File: src/rtl/arb4_mux_ctrl.sv
// arb4_mux_ctrl: round-robin arbiter driving a shared 4:1 single-bit mux.
// Grants one of four requesters at a time, registers the selected data bit,
// and preempts a holder after MAX_HOLD cycles while others are waiting.
// Optional feature macro: ARB4_LOCK_EN adds a `lock` input that suppresses
// preemption and freezes the hold counter while asserted in GRANT.
module arb4_mux_ctrl #(
    parameter int unsigned MAX_HOLD = 4
) (
    input  logic       clk,
    input  logic       rst_n,
`ifdef ARB4_LOCK_EN
    input  logic       lock,
`endif
    input  logic [3:0] req,
    input  logic       i0,
    input  logic       i1,
    input  logic       i2,
    input  logic       i3,
    output logic [3:0] gnt,
    output logic [1:0] s,
    output logic       q,
    output logic       busy
);

    localparam int unsigned NREQ = 4;
    localparam int unsigned SW   = 2;
    localparam int unsigned HW   = 8;

    localparam logic [0:0] ST_IDLE  = 1'b0;
    localparam logic [0:0] ST_GRANT = 1'b1;

    localparam logic          PREEMPT_EN = (MAX_HOLD != 0);
    localparam logic [HW-1:0] HOLD_LAST  = HW'((MAX_HOLD == 0) ? 0 : MAX_HOLD - 1);
    localparam logic [HW-1:0] HOLD_SAT   = {HW{1'b1}};

    logic [0:0]      r_state;
    logic [SW-1:0]   r_ptr;
    logic [HW-1:0]   r_hold_cnt;

    logic [0:0]      w_nxt_state;
    logic [NREQ-1:0] w_nxt_gnt;
    logic [SW-1:0]   w_nxt_s;
    logic [SW-1:0]   w_nxt_ptr;
    logic [HW-1:0]   w_nxt_hold;
    logic            w_nxt_q;

    logic [NREQ-1:0] w_holder;
    logic [NREQ-1:0] w_others;
    logic [NREQ-1:0] w_data;
    logic [SW:0]     w_pick_all;
    logic [SW:0]     w_pick_oth;
    logic            w_do_grant;
    logic [SW-1:0]   w_win;
    logic            w_lock;

`ifdef ARB4_LOCK_EN
    assign w_lock = lock;
`else
    assign w_lock = 1'b0;
`endif

    // Round-robin search from p upward (mod 4); returns {found, index}.
    function automatic logic [SW:0] f_pick(input logic [NREQ-1:0] m, input logic [SW-1:0] p);
        logic [SW:0]   res;
        logic [SW-1:0] idx;
        res = '0;
        for (int k = NREQ - 1; k >= 0; k--) begin
            idx = p + SW'(k);
            if (m[idx]) begin
                res = {1'b1, idx};
            end
        end
        return res;
    endfunction

    assign w_holder   = NREQ'(4'b0001 << s);
    assign w_others   = req & ~w_holder;
    assign w_data     = {i3, i2, i1, i0};
    assign w_pick_all = f_pick(req, r_ptr);
    assign w_pick_oth = f_pick(w_others, r_ptr);

    assign busy = (r_state == ST_GRANT);

    // Next-state, grant decision and datapath capture.
    always_comb begin
        w_nxt_state = r_state;
        w_nxt_gnt   = gnt;
        w_nxt_s     = s;
        w_nxt_ptr   = r_ptr;
        w_nxt_hold  = r_hold_cnt;
        w_nxt_q     = q;
        w_do_grant  = 1'b0;
        w_win       = '0;

        case (r_state)
            ST_IDLE: begin
                if (w_pick_all[SW]) begin
                    w_do_grant = 1'b1;
                    w_win      = w_pick_all[SW-1:0];
                end
            end
            ST_GRANT: begin
                w_nxt_q = w_data[s];
                if (!req[s]) begin
                    // Holder released: hand over directly or fall back to idle.
                    if (w_pick_oth[SW]) begin
                        w_do_grant = 1'b1;
                        w_win      = w_pick_oth[SW-1:0];
                    end else begin
                        w_nxt_state = ST_IDLE;
                        w_nxt_gnt   = '0;
                    end
                end else if (PREEMPT_EN && !w_lock && (r_hold_cnt == HOLD_LAST) && (|w_others)) begin
                    w_do_grant = 1'b1;
                    w_win      = w_pick_oth[SW-1:0];
                end else if ((|w_others) && !w_lock && (r_hold_cnt != HOLD_SAT)) begin
                    w_nxt_hold = r_hold_cnt + HW'(1);
                end
            end
            default: begin
                w_nxt_state = ST_IDLE;
                w_nxt_gnt   = '0;
            end
        endcase

        if (w_do_grant) begin
            w_nxt_state = ST_GRANT;
            w_nxt_gnt   = NREQ'(4'b0001 << w_win);
            w_nxt_s     = w_win;
            w_nxt_ptr   = w_win + SW'(1);
            w_nxt_hold  = '0;
        end
    end

    // State, pointer, counter and registered outputs.
    always_ff @(posedge clk or negedge rst_n) begin
        if (!rst_n) begin
            r_state    <= ST_IDLE;
            r_ptr      <= '0;
            r_hold_cnt <= '0;
            gnt        <= '0;
            s          <= '0;
            q          <= 1'b0;
        end else begin
            r_state    <= w_nxt_state;
            r_ptr      <= w_nxt_ptr;
            r_hold_cnt <= w_nxt_hold;
            gnt        <= w_nxt_gnt;
            s          <= w_nxt_s;
            q          <= w_nxt_q;
        end
    end

endmodule
File: config.mk
export PLATFORM = sky130hd
export DESIGN_NAME = arb4_mux_ctrl
export DESIGN_NICKNAME = d
export VERILOG_FILES = /design/src/rtl/arb4_mux_ctrl.sv
export SDC_FILE = /design/constraint.sdc
export NUM_CORES = 1
export LEC_CHECK = 0
export CORE_ASPECT_RATIO = 0.7
export CORE_MARGIN = 10
export CORE_UTILIZATION = 45
export CTS_CLUSTER_DIAMETER = 200
export CTS_CLUSTER_SIZE = 25
export DETAILED_ROUTE_END_ITERATION = 16
export GPL_ROUTABILITY_DRIVEN = 0
export PLACE_DENSITY_LB_ADDON = 0.2
export SYNTH_ARGS = -nofsm -noshare
export SYNTH_HDL_FRONTEND = slang
export SYNTH_SLANG_ARGS = --single-unit
export TNS_END_PERCENT = 30
File: constraint.sdc
create_clock -name clk -period 7.6 [get_ports clk]
set_clock_uncertainty 0.2 [all_clocks]
set_input_delay 2.28 -clock clk [delete_from_list [all_inputs] [get_ports clk]]
set_output_delay 2.28 -clock clk [all_outputs]
set_load 0.05 [all_outputs]
* Word level (Yosys, flattened, before mapping)
Cells that the tools add are included.
Cells by class: add/sub/neg operators 5, order comparisons 5, equal/unequal tests 5, shift operators 2, muxes and demuxes 50, bitwise operators 3, reduce and logical (&&, ||, !) cells 8
Operators with widths (number):
- 2-to-1 mux 8 bit | 5
- 2-to-1 mux 3 bit | 8
- binary-select mux 1 bit (select 2 bit) | 10
- 2-to-1 mux 1 bit | 17
- 2-to-1 mux 4 bit | 4
- less-than comparator 2 x 3 -> 1 bit (second input constant) | 5
- adder 8 x 1 -> 8 bit (second input constant) | 1
- equality test 8 x 2 -> 1 bit (second input constant) | 1
- 2-to-1 mux 2 bit | 4
- inequality test 8 bit (second input constant) | 1
- left shift 1 x 2 -> 4 bit (first input constant) | 2
- nonzero test 2 bit | 3
- adder 2 x 1 -> 2 bit (second input constant) | 2
- adder 2 bit (second input constant) | 2
- bitwise AND 4 bit | 1
- inequality test 2 bit (second input constant) | 2
- inverter 4 bit | 1
- case mux 2 bit (2 select lines) | 1
- AND reduction 4 bit | 1
- OR reduction 4 bit | 1
- AND reduction 3 bit | 1
- logical AND 1 bit | 2
- inequality test 2 x 1 -> 1 bit (second input constant) | 1
- case mux 1 bit (2 select lines) | 1
- inverter 1 bit | 1
Storage, ports and cells: register bits 18, bits of input ports 10, logic and storage cells 84

* Longest topological paths before layout
Gate-level depths: netlist of the first run.
depth after elaboration 14, gate-level depth with buffers 10, depth with buffers taken out 10

* Worst setup path before layout of the first run
No wires, ideal clock.
path kind input to register, start input port req[1], end register gnt[1], arrival 4137 ps, data required time 7255 ps, slack 3118 ps, stages on the path 10, path buffers 2, cells stage by stage buf_2 > or3b_2 > o22ai_2 > o31ai_2 > o21a_2 > buf_6 > and2_1 > ha_1 > a22oi_1 > o22ai_1
On the way: longest elaborated chain between the ends 12, elaborated cells between the ends (all ways) 45
Ends and longest elaborated chain:
- from (decl) | line 14 | input logic [3:0] req,
- bitwise AND 4 bit | line 77 | assign w_others = req & ~w_holder;
- binary-select mux 1 bit (select 2 bit) | line 69 | if (m[idx]) begin
- 2-to-1 mux 1 bit (not written as such) | line 69
- 2-to-1 mux 3 bit (4 in series) | line 69
- 2-to-1 mux 2 bit, on equally long branches | line 106, 113
- 2-to-1 mux 2 bit | line 104 | if (!req[s]) begin
- case mux 2 bit (2 select lines) (*) | line 95 | case (r_state)
- named net w_win[0] | line 53 | logic [SW-1:0] w_win;
- left shift 1 x 2 -> 4 bit (*) | line 128 | w_nxt_gnt = NREQ'(4'b0001 << w_win);
- 2-to-1 mux 4 bit (*) | line 126 | if (w_do_grant) begin
- to (signal assigned) | line 148 | gnt <= w_nxt_gnt;
- to (decl) | line 19 | output logic [3:0] gnt,
The timed path passes the listed nets; every way through them passes the cells marked *. The select of a mux whose other input is x is not followed. A chain may end at the register's enable or synchronous reset.

* Worst setup path after layout of the first run
start input port req[2], end register gnt[2]
On the way: longest elaborated chain between the ends 12, elaborated cells between the ends (all ways) 45
Ends and longest elaborated chain:
- bitwise AND 4 bit | line 77
- binary-select mux 1 bit (select 2 bit) | line 69
- 2-to-1 mux 1 bit (not written as such) | line 69
- 2-to-1 mux 3 bit (4 in series) | line 69
- 2-to-1 mux 1 bit (tied with other cells) | line 106 | if (w_pick_oth[SW]) begin
- 2-to-1 mux 1 bit / 2-to-1 mux 2 bit (equally long branches) | line 104
- case mux 1 bit (2 select lines) / case mux 2 bit (2 select lines) (equally long branches) | line 95
- inequality test 2 bit (no line) (tied with other cells)
- AND reduction 3 bit (no line) / 2-to-1 mux 4 bit (equally long branches)
Several ways; a longest one is shown, not always the timed one. The select of a mux whose other input is x is not followed.

==> metrics.txt, run 1 <==
drt wl/cell 17.1 µm; Synth cell types 49; final core utilization 0.545; GRT Util Overall 0.120; total number of vias 1220; setup violators final 0; Synth Area in Adders 0.0347; Post-synth top flop dfrtp_1; Psw 0.269 mW; RSZ-0062 raised after global routing false; Core Footprint 2860 µm²; I/O Pins 18; Initial Utilization 0.479; combinational cell fraction of total power 0.571; hold-fix buffers at CTS 0; sequential element share of the synthesized area 0.328; status finished clean; largest family of logic cells by synthesized area simple AND/OR/NAND/NOR gates; Clock Latency Late Sink 0.25 ns; largest net degree at the start of global routing 19; post_cts resized 0; Initial DRC Count 118; multiplexer share of the synthesized area 0.0821; drt pass-1 iters 4; slew at the pin with the worst max-slew slack 0.823 ns; average cell area after synthesis 9.02 µm²; Die W 86.0 µm; CTS max path bufs 2; slew margin rel. 0.450; Worst setup EP type flip-flop; Via density 6.19; Setup crit end gnt[2]; via count of the first global-routing pass 1137; Mapped Cells 152; worst hold path class flip-flop to flip-flop; port buffer count 17; RR Startpoint r_hold_cnt[0]; antenna violations before repair 0; Clock Power Share 0.119; H-tree depth 1; xor/xnor share of the synthesized area 0.0319; first-pass GRT wire length 5.55 mm; final WL 3.36 mm; Period minus WS final 5.05 ns; register bit total from synthesis 18; Yosys Warn Count 0; Setup TNS 0 ns; Simple-Gate Fraction of Synth Area 0.240; share of layout cells above drive strength 1 0.0994; Cell Int Power 0.286 mW; CP Launch Type input port; async set-reset flop share out of synthesis 1.00; Data arrival, critical path 4.95 ns; worst hold slack 0.284 ns; Detail Route Antenna Nets 0; DR DRC count 0; cts bufs inserted 3; Nets 176; fin crit share 0.665; FF+latch area 450 µm²; Sw Ratio 0.485; Cell Pwr Density 356 nW/µm²; Final Max Tran Viols 0; compound-cell area share of the yosys netlist 0.216; Post-Syn Area 1370 µm²; clock sink total 18; Final Hold Vio Count 0; CP Max Fanout 12; DP HPWL 2.45 mm; antenna fix cells 0; Worst R2R Setup Slack 4.49 ns; Die Area 5690 µm²; Fillers 258; Crit Path Class input port to flip-flop; max cap viols 0; CTS Root Cell clkbuf_8; Lkg Pwr 0.624 nW; CTS tree done; clock-pin slew on the worst setup and hold paths 0.06 ns; Reg2Reg Capture Point gnt[2]; sequential share of power 0.310; Max IR drop VDD 0.185 mV; cell depth of the worst flop-to-flop path 9; site row count 16; number of flops mapped to enable cells by yosys 0; Post-CTS Setup Repair Bufs 0; Synth Net Count 165; GRT overflow 0; Worst Path Required 7.50 ns; die height 66.2 µm; Area growth, synth to finish 13.7%; f_max 198 MHz; Setup crit start req[2]; Multi-input gate area 830 µm²
-- cells in the mapped netlist (2+ instances only) --
master	instances	area [µm²]
nand2_1	9	33.8
buf_2	4	20.0
o22ai_1	2	12.5
xor2_1	5	43.8
a31oi_1	3	18.8
o2bb2ai_1	2	17.5
a21oi_1	12	60.1
ha_1	3	37.5
inv_1	5	18.8
mux2i_1	3	30.0
nand3_1	4	20.0
mux2_2	2	22.5
nand2b_1	5	31.3
and3_1	2	12.5
a22oi_1	2	15.0
o21ai_0	10	50.1
and2_1	3	18.8
clkbuf_1	3	11.3
nor2b_1	4	25.0
o211ai_1	2	15.0
nand4_1	8	50.1
buf_4	2	15.0
a22o_1	2	17.5
buf_6	2	22.5
nor2_1	12	45.0
dfrtp_1	18	450
-- sequential cells by signal (all words and copies together), names as in the netlist --
| signal | flops |
|---|---|
| r_hold_cnt | 8 |
| gnt | 4 |
| r_ptr | 2 |
| s | 2 |
| busy | 1 |
| q | 1 |
-- cells by family after synthesis --
group                    count (synthesis)
XOR/XNOR                                 5
buffers and inverters                   17
AO/OA/AOI/OAI                           44
adder cells (fa/ha/maj)                  4
AND/OR/NAND/NOR                         56
flip-flops                              18
multiplexers                             8
-- how the worst min path moves through the flow --
stage                        startpoint             to  cells after the start
after global routing             gnt[0]         gnt[0]                      2
after floorplan           r_hold_cnt[0]  r_hold_cnt[0]                      1
final                            gnt[0]         gnt[0]                      2
after CTS                        gnt[0]         gnt[0]                      2
after detailed placement         gnt[0]         gnt[0]                      2
after global placement           gnt[0]         gnt[0]                      2
-- cells in the final DEF (no fill, tap or decap), drive strengths merged, types with 4 or more instances in the layout --
cell,synthesis,routed
a21oi,13,13
clkdlybuf4s50,0,17
dfrtp,18,18
inv,6,6
nand2,9,9
nand2b,5,5
nand3,4,4
nand4,8,8
nor2,12,12
nor2b,4,4
o21ai,10,10
xor2,5,5
-- power groups by stage --
stage	Combinational [mW]	Clock [mW]	Sequential, mW
final	0.317	0.0662	0.172
after detailed placement	0.314	0	0.172
after global routing	0.347	0.0709	0.177
after floorplan	0.221	0	0.193
after CTS	0.317	0.0684	0.171
after global placement	0.306	0	0.170
-- critical path, stage by stage --
cell             delay, ns
clkdlybuf4s50_1       0.73
nor2_1                0.12
nor4b_1               0.19
o31ai_2               0.64
o21a_2                0.40
nand2_1               0.10
ha_1                  0.22
a22oi_1               0.16
o22ai_1               0.10
-- per-layer routing --
layer,track usage,vias up,share of wire
met2,0.160,61,0.41
met5,0,-,0
met4,0.0430,0,0.0092
met3,0.0505,5,0.10
li1,-,579,-
met1,0.166,575,0.48
-- layout make-up --
type | instances | area share
Tap cell | 36 | 0.0289
Multi-Input combinational cell | 117 | 0.532
Clock buffer | 3 | 0.0265
Inverter | 6 | 0.0144
Timing Repair Buffer | 17 | 0.109
Sequential cell | 18 | 0.289
-- metrics by stage --
stage	cells	setup slack, ns	power, mW	area (µm²)
6_report	197	2.55	0.555	1560
5_1_grt	197	2.34	0.595	1560
4_1_cts	197	2.57	0.556	1560
3_5_place_dp	194	2.31	0.487	1520
3_3_place_gp	194	2.38	0.476	1520
2_1_floorplan	152	3.12	0.414	1370
Note: power is estimated with default switching activity, not from simulation.
==> run 2, diff against run 1 <==
- clock period: 7.6 -> 4.3 ns (I/O delays scaled with it)
==> run 2 against run 1 <==
- combinational power grew 83%
- first-iteration DRC count fell by 29%
- register-to-register slack worse by 3.2 ns
==> metrics.txt, run 2 (synthesis gave the netlist of run 1 again) <==
Regs by FF count r_hold_cnt (8), gnt (4); Crit Path Class input port to flip-flop; Core Footprint 2860 µm² (unchanged); post_cts resized 0 (unchanged); most common cell after layout, fill and taps aside dfrtp_1; Period minus WS final 3.83 ns; Fillers 251 (-2.7%); Initial Utilization 0.479 (unchanged); via count of the first global-routing pass 1172 (+3.1%); CTS Root Cell clkbuf_8; Lkg Pwr 0.666 nW (+6.7%); Detail Route Antenna Nets 0 (unchanged); Setup TNS 0 ns (unchanged); Worst Path Required 4.21 ns (-3.29 ns); antenna fix cells 0 (unchanged); clock-pin slew on the worst setup and hold paths 0.07 ns (about the same); max cap viols 0 (unchanged); I/O Pins 18 (unchanged); status finished clean; Cell Pwr Density 629 nW/µm² (+77%); Via density 6.02 (-2.7%); CP Max Fanout 10 (-2); cts bufs inserted 3 (unchanged); Clock Latency Late Sink 0.25 ns (about the same); clock sink total 18 (unchanged); Largest register FFs 8 (unchanged); leading cell types in the layout, fill and taps excluded dfrtp_1, clkdlybuf4s50_1, nor2_1, a21oi_1, o21ai_0; Die Area 5690 µm² (unchanged); Data arrival, critical path 3.74 ns (-1.21 ns); H-tree depth 1 (unchanged); GRT overflow 0 (unchanged); f_max 261 MHz; Placement Cell Area 1570 µm² (+3.5%); slew margin rel. 0.457 (+0.00771); Initial DRC Count 84 (-29%); drt pass-1 iters 4 (unchanged); final WL 3.44 mm (+2.3%); drt wl/cell 16.8 µm (-1.7%); site row count 16 (unchanged); hold-fix buffers at CTS 0 (unchanged); Max IR drop VDD 0.349 mV (+89%); Post-CTS Setup Repair Bufs 0 (unchanged); fin crit share 0.890; Nets 183 (+4.0%); Final Hold Vio Count 0 (unchanged); Area growth, synth to finish 18.5%; CTS tree done; DR DRC count 0 (unchanged); GRT Util Overall 0.125 (+0.00468); worst hold path class flip-flop to flip-flop; slew at the pin with the worst max-slew slack 0.811 ns (-0.0115 ns); DP HPWL 2.49 mm (+1.8%); largest net degree at the start of global routing 19 (unchanged); die height 66.2 µm (unchanged); most flop-heavy register r_hold_cnt; cell area after layout 1630 µm² (+4.3%); CTS max path bufs 2 (unchanged); Worst setup EP type flip-flop; RSZ-0062 raised after global routing false; CP Launch Type input port; setup violators final 0 (unchanged); port buffer count 17 (unchanged); share of layout cells above drive strength 1 0.142 (+0.0426); first-pass GRT wire length 5.80 mm (+4.6%); Die W 86.0 µm (unchanged); antenna violations before repair 0 (unchanged); total number of vias 1235 (+1.2%); Final Max Tran Viols 0 (unchanged); Pwr Total 1.02 mW (+84%)
## run 2: per-layer routing
metal / track usage / vias to the layer above / wire (µm)
met2: 0.164 / 47 / 1390
met5: 0 / - / 0
met4: 0.0307 / 0 / 10
met3: 0.0505 / 2 / 303
li1: - / 595 / -
met1: 0.181 / 591 / 1730
## run 2: layout make-up
class,instances,area (µm²),area share
multi-input combinational,117,830,0.510
sequential,18,450,0.277
timing repair buffer,24,223,0.137
clock buffer,4,55.1,0.0339
tap,36,45.0,0.0277
inverter,6,22.5,0.0139
## run 2: final timing paths
check	start	to	slack [ns]	cells past startpoint
max	req[3]	gnt[1]	0.47	10
min	gnt[0]	gnt[0]	0.30	2
max reg2reg	r_hold_cnt[0]	gnt[1]	1.28	10
min reg2reg	gnt[0]	gnt[0]	0.30	2
max in group asynchronous	rst_n	r_hold_cnt[2]	2.10	1
min in group asynchronous	rst_n	q	1.30	1
## run 2: per-stage QoR
step / hold slack, ns / std cells / setup slack, ns / util
global route: 0.343 / 205 / 0.263 / 0.568
CTS: 0.300 / 205 / 0.482 / 0.568
finish: 0.298 / 205 / 0.472 / 0.568
global placement: 0.271 / 201 / 0.373 / 0.549
detailed placement: 0.269 / 201 / 0.246 / 0.549
floorplan: 0.330 / 152 / 0.808 / -
## run 2: critical path, stage by stage
cell	delay [ns]
clkdlybuf4s50_1	0.61
nor2_1	0.12
nor4b_1	0.17
o31ai_2	0.64
nand2_1	0.14
o21bai_2	0.20
inv_1	0.07
ha_1	0.21
a22oi_1	0.18
o22ai_1	0.10
## run 2: report_power, final
part           internal (mW)  leakage [nW]  switching (mW)  total, mW
clock network         0.0814        0.0288          0.0576      0.139
logic                  0.246         0.407           0.335      0.581
registers              0.215         0.231          0.0877      0.303
